<file path="src/rtl/apb_pkg.sv">
// Shared definitions for the APB requester front end.
//   apb_state_e : transfer phase of the requester FSM
//   PPROT_*     : bit positions / common values of the pprot field
//   idx_width() : width of an index into n items (at least 1 bit)
package apb_pkg;

    typedef enum logic [1:0] {
        APB_IDLE   = 2'd0,
        APB_SETUP  = 2'd1,
        APB_ACCESS = 2'd2
    } apb_state_e;

    localparam int unsigned PPROT_PRIV_BIT      = 0;
    localparam int unsigned PPROT_NONSECURE_BIT = 1;
    localparam int unsigned PPROT_INSTR_BIT     = 2;
    localparam logic [2:0]  PPROT_NORMAL_DATA   = 3'b000;

    function automatic int unsigned idx_width(input int unsigned n);
        return (n > 1) ? $clog2(n) : 1;
    endfunction

endpackage

</file>
<file path="src/rtl/rr_arbiter.sv">
// Combinational round-robin pick: the first asserted request at or after ptr, cyclically.
//   req       : request vector
//   ptr       : highest-priority index for this pick (register kept by the parent)
//   grant     : one-hot grant, zero when nothing is requested
//   grant_idx : index of the granted request
//   any_req   : at least one request present
module rr_arbiter
    import apb_pkg::*;
#(
    parameter int unsigned N  = 2,
    localparam int unsigned IW = idx_width(N)
) (
    input  logic [N-1:0]  req,
    input  logic [IW-1:0] ptr,
    output logic [N-1:0]  grant,
    output logic [IW-1:0] grant_idx,
    output logic          any_req
);

    logic [IW-1:0] idx;

    always_comb begin
        grant     = '0;
        grant_idx = '0;
        any_req   = 1'b0;
        idx       = '0;
        for (int unsigned i = 0; i < N; i++) begin
            idx = IW'((32'(ptr) + i) % N);
            if (!any_req && req[idx]) begin
                any_req    = 1'b1;
                grant[idx] = 1'b1;
                grant_idx  = idx;
            end
        end
    end

endmodule

</file>
<file path="src/rtl/apb_requester_arbiter.sv">
// APB requester shared by NUM_REQ local clients. A round-robin pick in IDLE is latched and
// driven through SETUP and ACCESS; the transfer ends on pready or after TIMEOUT_CYCLES ACCESS
// cycles, and a one-cycle response goes back to the granted client.
//   pclk, preset_n                      : clock, async active-low reset
//   req_valid/write/addr/wdata/strb/prot: packed per-requester request fields
//   req_ready                           : one-hot accept (combinational, IDLE only)
//   rsp_valid/rsp_rdata/rsp_err         : one-hot completion pulse with shared data/error
//   psel/penable/paddr/pprot/pwrite/pwdata/pstrb : APB request (registered)
//   pready/prdata/pslverr               : APB completer response (sampled in ACCESS only)
module apb_requester_arbiter
    import apb_pkg::*;
#(
    parameter int unsigned DATA_WIDTH     = 32,
    parameter int unsigned ADDR_WIDTH     = 10,
    parameter int unsigned BYTES_PER_WORD = DATA_WIDTH / 8,
    parameter int unsigned NUM_REQ        = 2,
    parameter int unsigned TIMEOUT_CYCLES = 16
) (
    input  logic                                pclk,
    input  logic                                preset_n,
    input  logic [NUM_REQ-1:0]                  req_valid,
    input  logic [NUM_REQ-1:0]                  req_write,
    input  logic [NUM_REQ*ADDR_WIDTH-1:0]       req_addr,
    input  logic [NUM_REQ*DATA_WIDTH-1:0]       req_wdata,
    input  logic [NUM_REQ*BYTES_PER_WORD-1:0]   req_strb,
    input  logic [NUM_REQ*3-1:0]                req_prot,
    output logic [NUM_REQ-1:0]                  req_ready,
    output logic [NUM_REQ-1:0]                  rsp_valid,
    output logic [DATA_WIDTH-1:0]               rsp_rdata,
    output logic                                rsp_err,
    output logic [ADDR_WIDTH-1:0]               paddr,
    output logic [2:0]                          pprot,
    output logic                                pwrite,
    output logic [DATA_WIDTH-1:0]               pwdata,
    output logic [BYTES_PER_WORD-1:0]           pstrb,
    output logic                                psel,
    output logic                                penable,
    input  logic                                pready,
    input  logic [DATA_WIDTH-1:0]               prdata,
    input  logic                                pslverr
);

    localparam int unsigned IW = idx_width(NUM_REQ);
    localparam int unsigned CW = idx_width(TIMEOUT_CYCLES);

    apb_state_e    state_q, state_d;
    logic [IW-1:0] ptr_q, ptr_d;
    logic [IW-1:0] gidx_q;
    logic [CW-1:0] cnt_q, cnt_d;

    logic [NUM_REQ-1:0] grant;
    logic [IW-1:0]      grant_idx;
    logic               any_req;
    logic               timeout;
    logic               finish;

    logic [ADDR_WIDTH-1:0]     sel_addr;
    logic                      sel_write;
    logic [DATA_WIDTH-1:0]     sel_wdata;
    logic [BYTES_PER_WORD-1:0] sel_strb;
    logic [2:0]                sel_prot;

    rr_arbiter #(
        .N (NUM_REQ)
    ) u_rr_arbiter (
        .req       (req_valid),
        .ptr       (ptr_q),
        .grant     (grant),
        .grant_idx (grant_idx),
        .any_req   (any_req)
    );

    assign req_ready = (state_q == APB_IDLE) ? grant : '0;

    // Fields of the granted requester, ready to be latched on accept.
    always_comb begin
        sel_addr  = '0;
        sel_write = 1'b0;
        sel_wdata = '0;
        sel_strb  = '0;
        sel_prot  = '0;
        for (int unsigned i = 0; i < NUM_REQ; i++) begin
            if (grant[i]) begin
                sel_addr  = req_addr[i*ADDR_WIDTH +: ADDR_WIDTH];
                sel_write = req_write[i];
                sel_wdata = req_wdata[i*DATA_WIDTH +: DATA_WIDTH];
                sel_strb  = req_strb[i*BYTES_PER_WORD +: BYTES_PER_WORD];
                sel_prot  = req_prot[i*3 +: 3];
            end
        end
    end

    // Abort on the last allowed ACCESS cycle if the completer still stalls.
    assign timeout = (state_q == APB_ACCESS) && !pready && (cnt_q == CW'(TIMEOUT_CYCLES - 1));
    assign finish  = (state_q == APB_ACCESS) && (pready || timeout);

    always_comb begin
        state_d = state_q;
        ptr_d   = ptr_q;
        cnt_d   = '0;
        unique case (state_q)
            APB_IDLE:   if (any_req) state_d = APB_SETUP;
            APB_SETUP:  state_d = APB_ACCESS;
            APB_ACCESS: begin
                if (finish) begin
                    state_d = APB_IDLE;
                    ptr_d   = (32'(gidx_q) == NUM_REQ - 1) ? '0 : gidx_q + 1'b1;
                end else begin
                    cnt_d = cnt_q + 1'b1;
                end
            end
            default:    state_d = APB_IDLE;
        endcase
    end

    always_ff @(posedge pclk or negedge preset_n) begin
        if (!preset_n) begin
            state_q   <= APB_IDLE;
            ptr_q     <= '0;
            cnt_q     <= '0;
            gidx_q    <= '0;
            psel      <= 1'b0;
            penable   <= 1'b0;
            paddr     <= '0;
            pprot     <= '0;
            pwrite    <= 1'b0;
            pwdata    <= '0;
            pstrb     <= '0;
            rsp_valid <= '0;
            rsp_rdata <= '0;
            rsp_err   <= 1'b0;
        end else begin
            state_q   <= state_d;
            ptr_q     <= ptr_d;
            cnt_q     <= cnt_d;
            rsp_valid <= '0;
            unique case (state_q)
                APB_IDLE: begin
                    if (any_req) begin
                        gidx_q  <= grant_idx;
                        psel    <= 1'b1;
                        penable <= 1'b0;
                        paddr   <= sel_addr;
                        pprot   <= sel_prot;
                        pwrite  <= sel_write;
                        pwdata  <= sel_wdata;
                        pstrb   <= sel_write ? sel_strb : '0;
                    end
                end
                APB_SETUP: penable <= 1'b1;
                APB_ACCESS: begin
                    if (finish) begin
                        psel      <= 1'b0;
                        penable   <= 1'b0;
                        rsp_valid <= NUM_REQ'(1) << gidx_q;
                        rsp_err   <= pready ? pslverr : 1'b1;
                        rsp_rdata <= (pready && !pwrite) ? prdata : '0;
                    end
                end
                default: ;
            endcase
        end
    end

endmodule

</file>
<file path="config.mk">
export PLATFORM = sky130hd
export DESIGN_NAME = apb_requester_arbiter
export DESIGN_NICKNAME = d
export VERILOG_FILES = /design/src/rtl/apb_pkg.sv /design/src/rtl/rr_arbiter.sv /design/src/rtl/apb_requester_arbiter.sv
export SDC_FILE = /design/constraint.sdc
export NUM_CORES = 1
export LEC_CHECK = 0
export ABC_AREA = 1
export CAP_MARGIN = 20
export CORE_MARGIN = 2
export CORE_UTILIZATION = 35
export DETAILED_ROUTE_END_ITERATION = 10
export GPL_TIMING_DRIVEN = 0
export PLACE_DENSITY = 0.82
export SLEW_MARGIN = 20
export SYNTH_ARGS = -nofsm -noshare
export SYNTH_HDL_FRONTEND = slang
export SYNTH_SLANG_ARGS = --single-unit
export TNS_END_PERCENT = 50
</file>
<file path="constraint.sdc">
create_clock -name pclk -period 3.9 [get_ports pclk]
set_clock_uncertainty 0.1 [all_clocks]
set_input_delay 0.585 -clock pclk [delete_from_list [all_inputs] [get_ports pclk]]
set_output_delay 0.585 -clock pclk [all_outputs]
set_load 0.01 [all_outputs]
</file>
# After elaboration in Yosys (flattened, before gate mapping)
# Cells that the tools add are included.
[totals]
ff_bits = 95
latch_bits = 0
ram_bits = 0
rom_bits = 0
in_bits = 138
output_inout_bits = 89
elab_cells = 88
n_memories = 0
[classes]
add_sub_neg = 3
n_mul = 0
n_div = 0
magnitude_cmp = 4
n_eq_ne = 5
n_shift = 1
mux = 41
bitwise_logic = 1
n_reduce_logical = 19
[op_table]
columns = ["cell", "n"]
rows = [
  ["two-way mux 32 bit", 3],
  ["two-way mux 10 bit", 2],
  ["two-way mux 4 bit", 5],
  ["two-way mux 1 bit", 17],
  ["two-way mux 2 bit", 7],
  ["logical AND 1 bit", 7],
  ["two-way mux 3 bit", 2],
  ["one-hot mux 2 bit (3 select lines)", 1],
  ["AND reduction 2 bit", 3],
  ["AND reduction 3 bit", 2],
  ["adder 4 x 1 -> 4 bit, second input constant", 1],
  ["equality test 4 bit, second input constant", 1],
  ["less-than comparator 1 x 2 -> 1 bit, second input constant", 2],
  ["!= test 2 bit, second input constant", 2],
  ["logical NOT 1 bit", 3],
  ["one-hot mux 1 bit (3 select lines)", 1],
  ["nonzero test 3 bit", 1],
  ["adder 1 bit, second input constant", 2],
  ["demux 1 bit (select 1 bit)", 2],
  ["equality test 2 x 1 -> 1 bit, second input constant", 1],
  ["equality test 2 bit, second input constant", 1],
  [">= comparator 1 bit, second input constant", 2],
  ["logical NOT 2 bit", 1],
  ["bitwise OR 2 bit", 1],
  ["other kinds (4)", 4],
]

# Longest topological paths before layout
[depth]
depth_word = 10
ltp_mapped = 10
depth_no_buf = 7

# Modules after synthesis
# From an unflattened synthesis, not the netlist that was laid out.
[unflattened]
hier_cells = 542
hier_area_um2 = 4436.8
[modules_own_cells]
columns = ["mod", "n_inst", "cells_each", "area_each_um2", "seq_area_each_um2"]
rows = [
  ["apb_requester_arbiter", 1, 528, 4381.7, 2377.3],
  ["rr_arbiter", 1, 14, 55.1, 0.0],
]

# Least setup slack after synthesis
# No wires, ideal clock.
[synth_timing]
kind = "in2out"
startpoint = "input req_valid[0]"
endpoint = "output req_ready[0]"
arrival_time_ns = 1.374
required_time_ns = 3.215
setup_slack_ns = 1.841
stages = 6
path_buffers = 2
path_cell_list = "buf_4 -> inv_2 -> a21oi_4 -> buf_6 -> inv_1 -> nor2_1"
[synth_between]
elab_chain_cells = 7
elab_cells_between_ends = 11
cone_classes = "8 x mux; 1 x bitwise; 2 x reduce/logical"
[synth_lines]
columns = ["element", "line_no", "rtl"]
rows = [
  ["start, declared", "apb_requester_arbiter.sv:21", "input logic [NUM_REQ-1:0] req_valid,"],
  ["two-way mux 1 bit (not written as such) (2 in series)", "rr_arbiter.sv:29", "if (!any_req && req[idx]) begin"],
  ["two-way mux 1 bit", "rr_arbiter.sv:29", ""],
  ["logical NOT 1 bit", "rr_arbiter.sv:29", ""],
  ["logical AND 1 bit", "rr_arbiter.sv:29", ""],
  ["two-way mux 2 bit (*)", "rr_arbiter.sv:29", ""],
  ["two-way mux 2 bit (*)", "apb_requester_arbiter.sv:73", "assign req_ready = (state_q == APB_IDLE) ? grant : '0;"],
  ["end, declared", "apb_requester_arbiter.sv:27", "output logic [NUM_REQ-1:0] req_ready,"],
]
# Mark *: on every way between the ends. The rest lies on a longest branch, timed or not. The select of a mux whose other input is x is not followed.

# Final worst setup path
[layout_timing]
startpoint = "register state_q[1]"
endpoint = "output req_ready[0]"
[layout_between]
elab_chain_cells = 2
[layout_lines]
columns = ["element", "line_no", "rtl"]
rows = [
  ["start, declared", "apb_requester_arbiter.sv:46", "apb_state_e state_q, state_d;"],
  ["start signal, assigned", "apb_requester_arbiter.sv:133", "state_q <= state_d;"],
  ["logical NOT 2 bit", "apb_requester_arbiter.sv:73", ""],
  ["two-way mux 2 bit", "apb_requester_arbiter.sv:73", ""],
]
# Every way passes these cells.

==> impl_summary.md <==
Run status
The run finished with clean final reports.

Die
The initialized floorplan defines 40 standard-cell rows. In this run the standard cell core region covers 12100 µm². The effective utilization at floorplan is 36.1%. From bottom edge to top edge, the die measures 116 µm.

The die outline width is 116 µm. 227 I/O pins were placed. The area of the die is 13400 µm².

Final layout
The layout overhead on the synthesized area is 63.6%. At the end of the flow the core is filled with cells to 59.0%. The share of final-layout standard cells stronger than drive strength 1 is 6.55%.

The count of inserted antenna diode cells is 0. After filler insertion, the fill cell instance count of the layout stands at 1076. The final net count is 928.

Clock tree
The maximum root-to-sink buffer count is 2. Buffers inserted to repair hold after CTS numbered 0. The post-cts gate resize count is 0. The tree is rooted in a sky130_fd_sc_hd__clkbuf_16. Post-CTS timing repair inserted 0 buffers for setup. The clock transition at the registers of the reported paths is 60 ps.

The number of H-tree levels is 3. TritonCTS built the clock tree. Counting the buffers created by CTS gives 9. The number of sinks handled by clock tree synthesis is 95.

The clock latency on the worst-skew pair is 340 ps.

Critical path
The signal on the critical path passes through nor2_4, o21ai_4, buf_2, nor2_1, clkdlybuf4s50_1. STA classifies the critical path startpoint as a flop. The critical path class is flop to primary output. In this run the worst path has a maximum fanout of 10. The family of cells with the greatest summed delay on the critical path is buffers and inverters. The required arrival time at the worst endpoint is 3210 ps. The cell with the largest stage delay on the worst path is sky130_fd_sc_hd__clkdlybuf4s50_1. For this run, the slowest stage of the critical path takes 580 ps. The arrival time reported for the critical path endpoint is 2190 ps.

The kind of end point of the critical path is a primary output. Together, buffers and inverters on the worst path number 2.

Logic synthesis
After synthesis, the mean cell area works out to 7.90 µm². The number of library cell types mapped by synthesis is 21. The gate count of the mapped netlist is 553. The top cell type by total area after synthesis is sky130_fd_sc_hd__dfrtp_1. Sorting the synthesized cells by area gives the leading types as sky130_fd_sc_hd__dfrtp_1 (54%), sky130_fd_sc_hd__nand2_1 (29%), sky130_fd_sc_hd__nand3_1 (7.1%), sky130_fd_sc_hd__buf_6 (2.8%), sky130_fd_sc_hd__buf_2 (0.92%). After synthesis, the share of flip-flops with an asynchronous set or reset is 100%. The net count after synthesis is 692. The post-synthesis xor/xnor area fraction is 0.401%. The synthesized netlist devotes 1.66% of its cell area to compound gates. The number of synthesized flops with an enable pin is 0. The post-synthesis adder-cell area fraction is 0.287%. For this run, the leading register cell type out of synthesis is sky130_fd_sc_hd__dfrtp_1. Of the total synthesized cell area, the portion taken by AND, OR, NAND and NOR gates is 37.2%. The fraction of synthesized area in multiplexers is 0%.

The sequential-to-total area share from yosys stat is 54.4%. The combinational family with the most area after synthesis is simple AND/OR/NAND/NOR gates. Counting instances in the post-synthesis netlist gives the leading cell types as sky130_fd_sc_hd__nand2_1 (333), sky130_fd_sc_hd__dfrtp_1 (95), sky130_fd_sc_hd__nand3_1 (62). In this run the cell area of the synthesized design comes to 4370 µm². By instance count, the leading cell after synthesis is sky130_fd_sc_hd__nand2_1. Synthesis inferred 95 register bits. After synthesis, the largest area contributor takes up 54.4% of total cell area. The Yosys step of the flow raised 0 warnings.

Global route
The number of antenna violations at the first check in global routing is 0. Global routing used 23.8% of the available met1 tracks. The most congested layer reported by global routing is met2.

For met3 alone, demand over resource in global routing was 7.74%. The aggregate global-route resource usage is 19.8%. The largest net degree at the start of global routing is 50. The first global-routing pass estimated 20600 µm of wire.

The met2 track demand over resource is 32.4%. The leftover overflow at the end of global routing is 0. The via count of the first global-routing pass came to 4183.

Drt
In this run, the number of DRC markers left after iteration 0 of detailed routing was 216. Summing over every cut layer, the via total after detailed routing is 4322. Once detail routing completed, the nets flagged for antenna violations numbered 0. The length of the first detailed-routing pass in iterations is 4. The mean routed wirelength per cell is 13.6 µm. In the routed layout, each cell is associated on average with a via count of 4.49. The DRC violation count after routing is 0. Summed over all layers, the routed wires come to 13000 µm.

Timing
Static timing analysis puts the maximum clock frequency at 0.348 GHz. The number of pins with negative max-slew slack in the final report came to 0. The shortest period the worst path allows is 2870 ps. The number of hold violations in the final report is 0. The number of failing setup endpoints in the final timing report is 0. The final critical path takes up 73.7% of the cycle. Setup repair after global routing left no endpoint under its margin. The max-slew headroom at the worst pin is 68.0%.

The measured slew at the worst slew-check pin is 480 ps. The total negative slack for setup checks is 0 ps.

Place
The post-detailed-placement half-perimeter wirelength is 9940 µm. The final weighted congestion of routability-driven global placement is 0.828. The count of input and output buffers is 224.

Hold path
The tightest min-delay check is of the input pin to async pin type.

Pwr
The completed layout was analyzed and its total power is 4.82 mW. The leakage power summed over all cells is 3.56 nW. Power spread over the standard cell area amounts to 675 nW/µm². The largest vdd supply drop is 0.280 mV.

Flow run
Max-cap violations in this run came to 0.
==> metal layers <==
metal / part of all wire [%] / routed length [µm] / vias to the layer above
li1: - / - / 2191
met4: 2.4 / 314 / 0
met1: 43 / 5570 / 1934
met3: 9.9 / 1290 / 19
met2: 45 / 5860 / 178
met5: 0 / 0 / -
==> final timing paths <==
path | from | end | slack [ps] | depth (start not counted)
min in group pclk | cnt_q[0]$_DFF_PN0_ | cnt_q[0]$_DFF_PN0_ | 370 | 1
min reg2reg | cnt_q[0]$_DFF_PN0_ | cnt_q[0]$_DFF_PN0_ | 370 | 1
min | preset_n | rsp_rdata[23]$_DFFE_PN0P_ | 80 | 1
max reg2reg | cnt_q[0]$_DFF_PN0_ | rsp_rdata[2]$_DFFE_PN0P_ | 2220 | 7
max in group asynchronous | preset_n | pwdata[23]$_DFFE_PN0P_ | 3030 | 2
max | state_q[1]$_DFFE_PN0P_ | req_ready[0] | 1030 | 5
==> worst register-to-register path, delay by kind of cell, from the launching register on <==
family / cells / cell delay, ps
flops: 1 / 400
simple gates: 3 / 310
fa+ha+maj: 1 / 220
compound gates: 1 / 70
buf+inv: 2 / 520
==> area by class of cell <==
| cell class | count | area [µm²] | area share [%] |
|---|---|---|---|
| repair buffers | 225 | 2270 | 31.8 |
| clock inverters | 6 | 66.3 | 0.928 |
| clock buffers | 10 | 229 | 3.21 |
| flip-flops and latches | 95 | 2380 | 33.3 |
| inverters | 11 | 41.3 | 0.578 |
| well taps | 168 | 210 | 2.94 |
| multi-input cells | 418 | 1730 | 24.2 |
| plain buffers | 29 | 220 | 3.08 |
==> sequential cells by signal, indices dropped and copies added, names as in the netlist <==
name / flops
pwdata: 32
rsp_rdata: 32
paddr: 10
cnt_q: 4
pstrb: 4
pprot: 3
rsp_valid: 2
state_q: 2
gidx_q: 1
penable: 1
psel: 1
ptr_q: 1
pwrite: 1
rsp_err: 1
==> stage by stage <==
stage | cells | hold slack [ps] | worst slack [ps] | area (µm²)
global placement | 945 | 349 | -1390 | 6820
floorplan | 553 | 189 | 1840 | 4370
CTS | 962 | 94.5 | 972 | 7140
detailed placement | 946 | 358 | 1030 | 6850
finish | 962 | 80.8 | 1030 | 7140
global route | 962 | 101 | 882 | 7140
==> cell families (layout without fill, tap and decap cells) <==
logic type                 after synthesis  after routing
AOI/OAI and AO/OA                        8              8
xor gates and xnor gates                 2              2
adders and majority gates                1              1
buffers and inverters                   40            281
DFF                                     95             95
and+or+nand+nor                        407            407
==> cells in the final DEF (no fill, tap or decap) <==
| master | count |
|---|---|
| sky130_fd_sc_hd__clkbuf_1 | 6 |
| sky130_fd_sc_hd__buf_4 | 5 |
| sky130_fd_sc_hd__dfrtp_1 | 95 |
| sky130_fd_sc_hd__nand2_1 | 333 |
| sky130_fd_sc_hd__nand2_2 | 1 |
| sky130_fd_sc_hd__clkinv_4 | 1 |
| sky130_fd_sc_hd__nor2_4 | 2 |
| sky130_fd_sc_hd__bufinv_16 | 1 |
| sky130_fd_sc_hd__clkbuf_16 | 9 |
| sky130_fd_sc_hd__a21oi_2 | 1 |
| sky130_fd_sc_hd__o21bai_2 | 1 |
| sky130_fd_sc_hd__nor2_1 | 8 |
| sky130_fd_sc_hd__inv_6 | 2 |
| sky130_fd_sc_hd__nand3_1 | 62 |
| sky130_fd_sc_hd__xor2_1 | 1 |
| sky130_fd_sc_hd__buf_16 | 1 |
| sky130_fd_sc_hd__nand4_1 | 1 |
| sky130_fd_sc_hd__o21ai_4 | 1 |
| sky130_fd_sc_hd__o21ai_0 | 4 |
| sky130_fd_sc_hd__clkdlybuf4s50_1 | 223 |
| sky130_fd_sc_hd__inv_2 | 4 |
| sky130_fd_sc_hd__clkinv_2 | 2 |
| sky130_fd_sc_hd__buf_6 | 12 |
| sky130_fd_sc_hd__buf_2 | 8 |
| sky130_fd_sc_hd__inv_1 | 7 |
| sky130_fd_sc_hd__xnor2_1 | 1 |
| sky130_fd_sc_hd__a21oi_4 | 1 |
| sky130_fd_sc_hd__ha_1 | 1 |
==> power breakdown <==
| part | switching, mW | internal, mW | total [mW] |
|---|---|---|---|
| logic | 1.11 | 1.17 | 2.28 |
| clock network | 0.378 | 0.501 | 0.879 |
| registers | 0.243 | 1.42 | 1.66 |
| total | 1.73 | 3.09 | 4.82 |
Note: power is estimated with default switching activity, not from simulation.
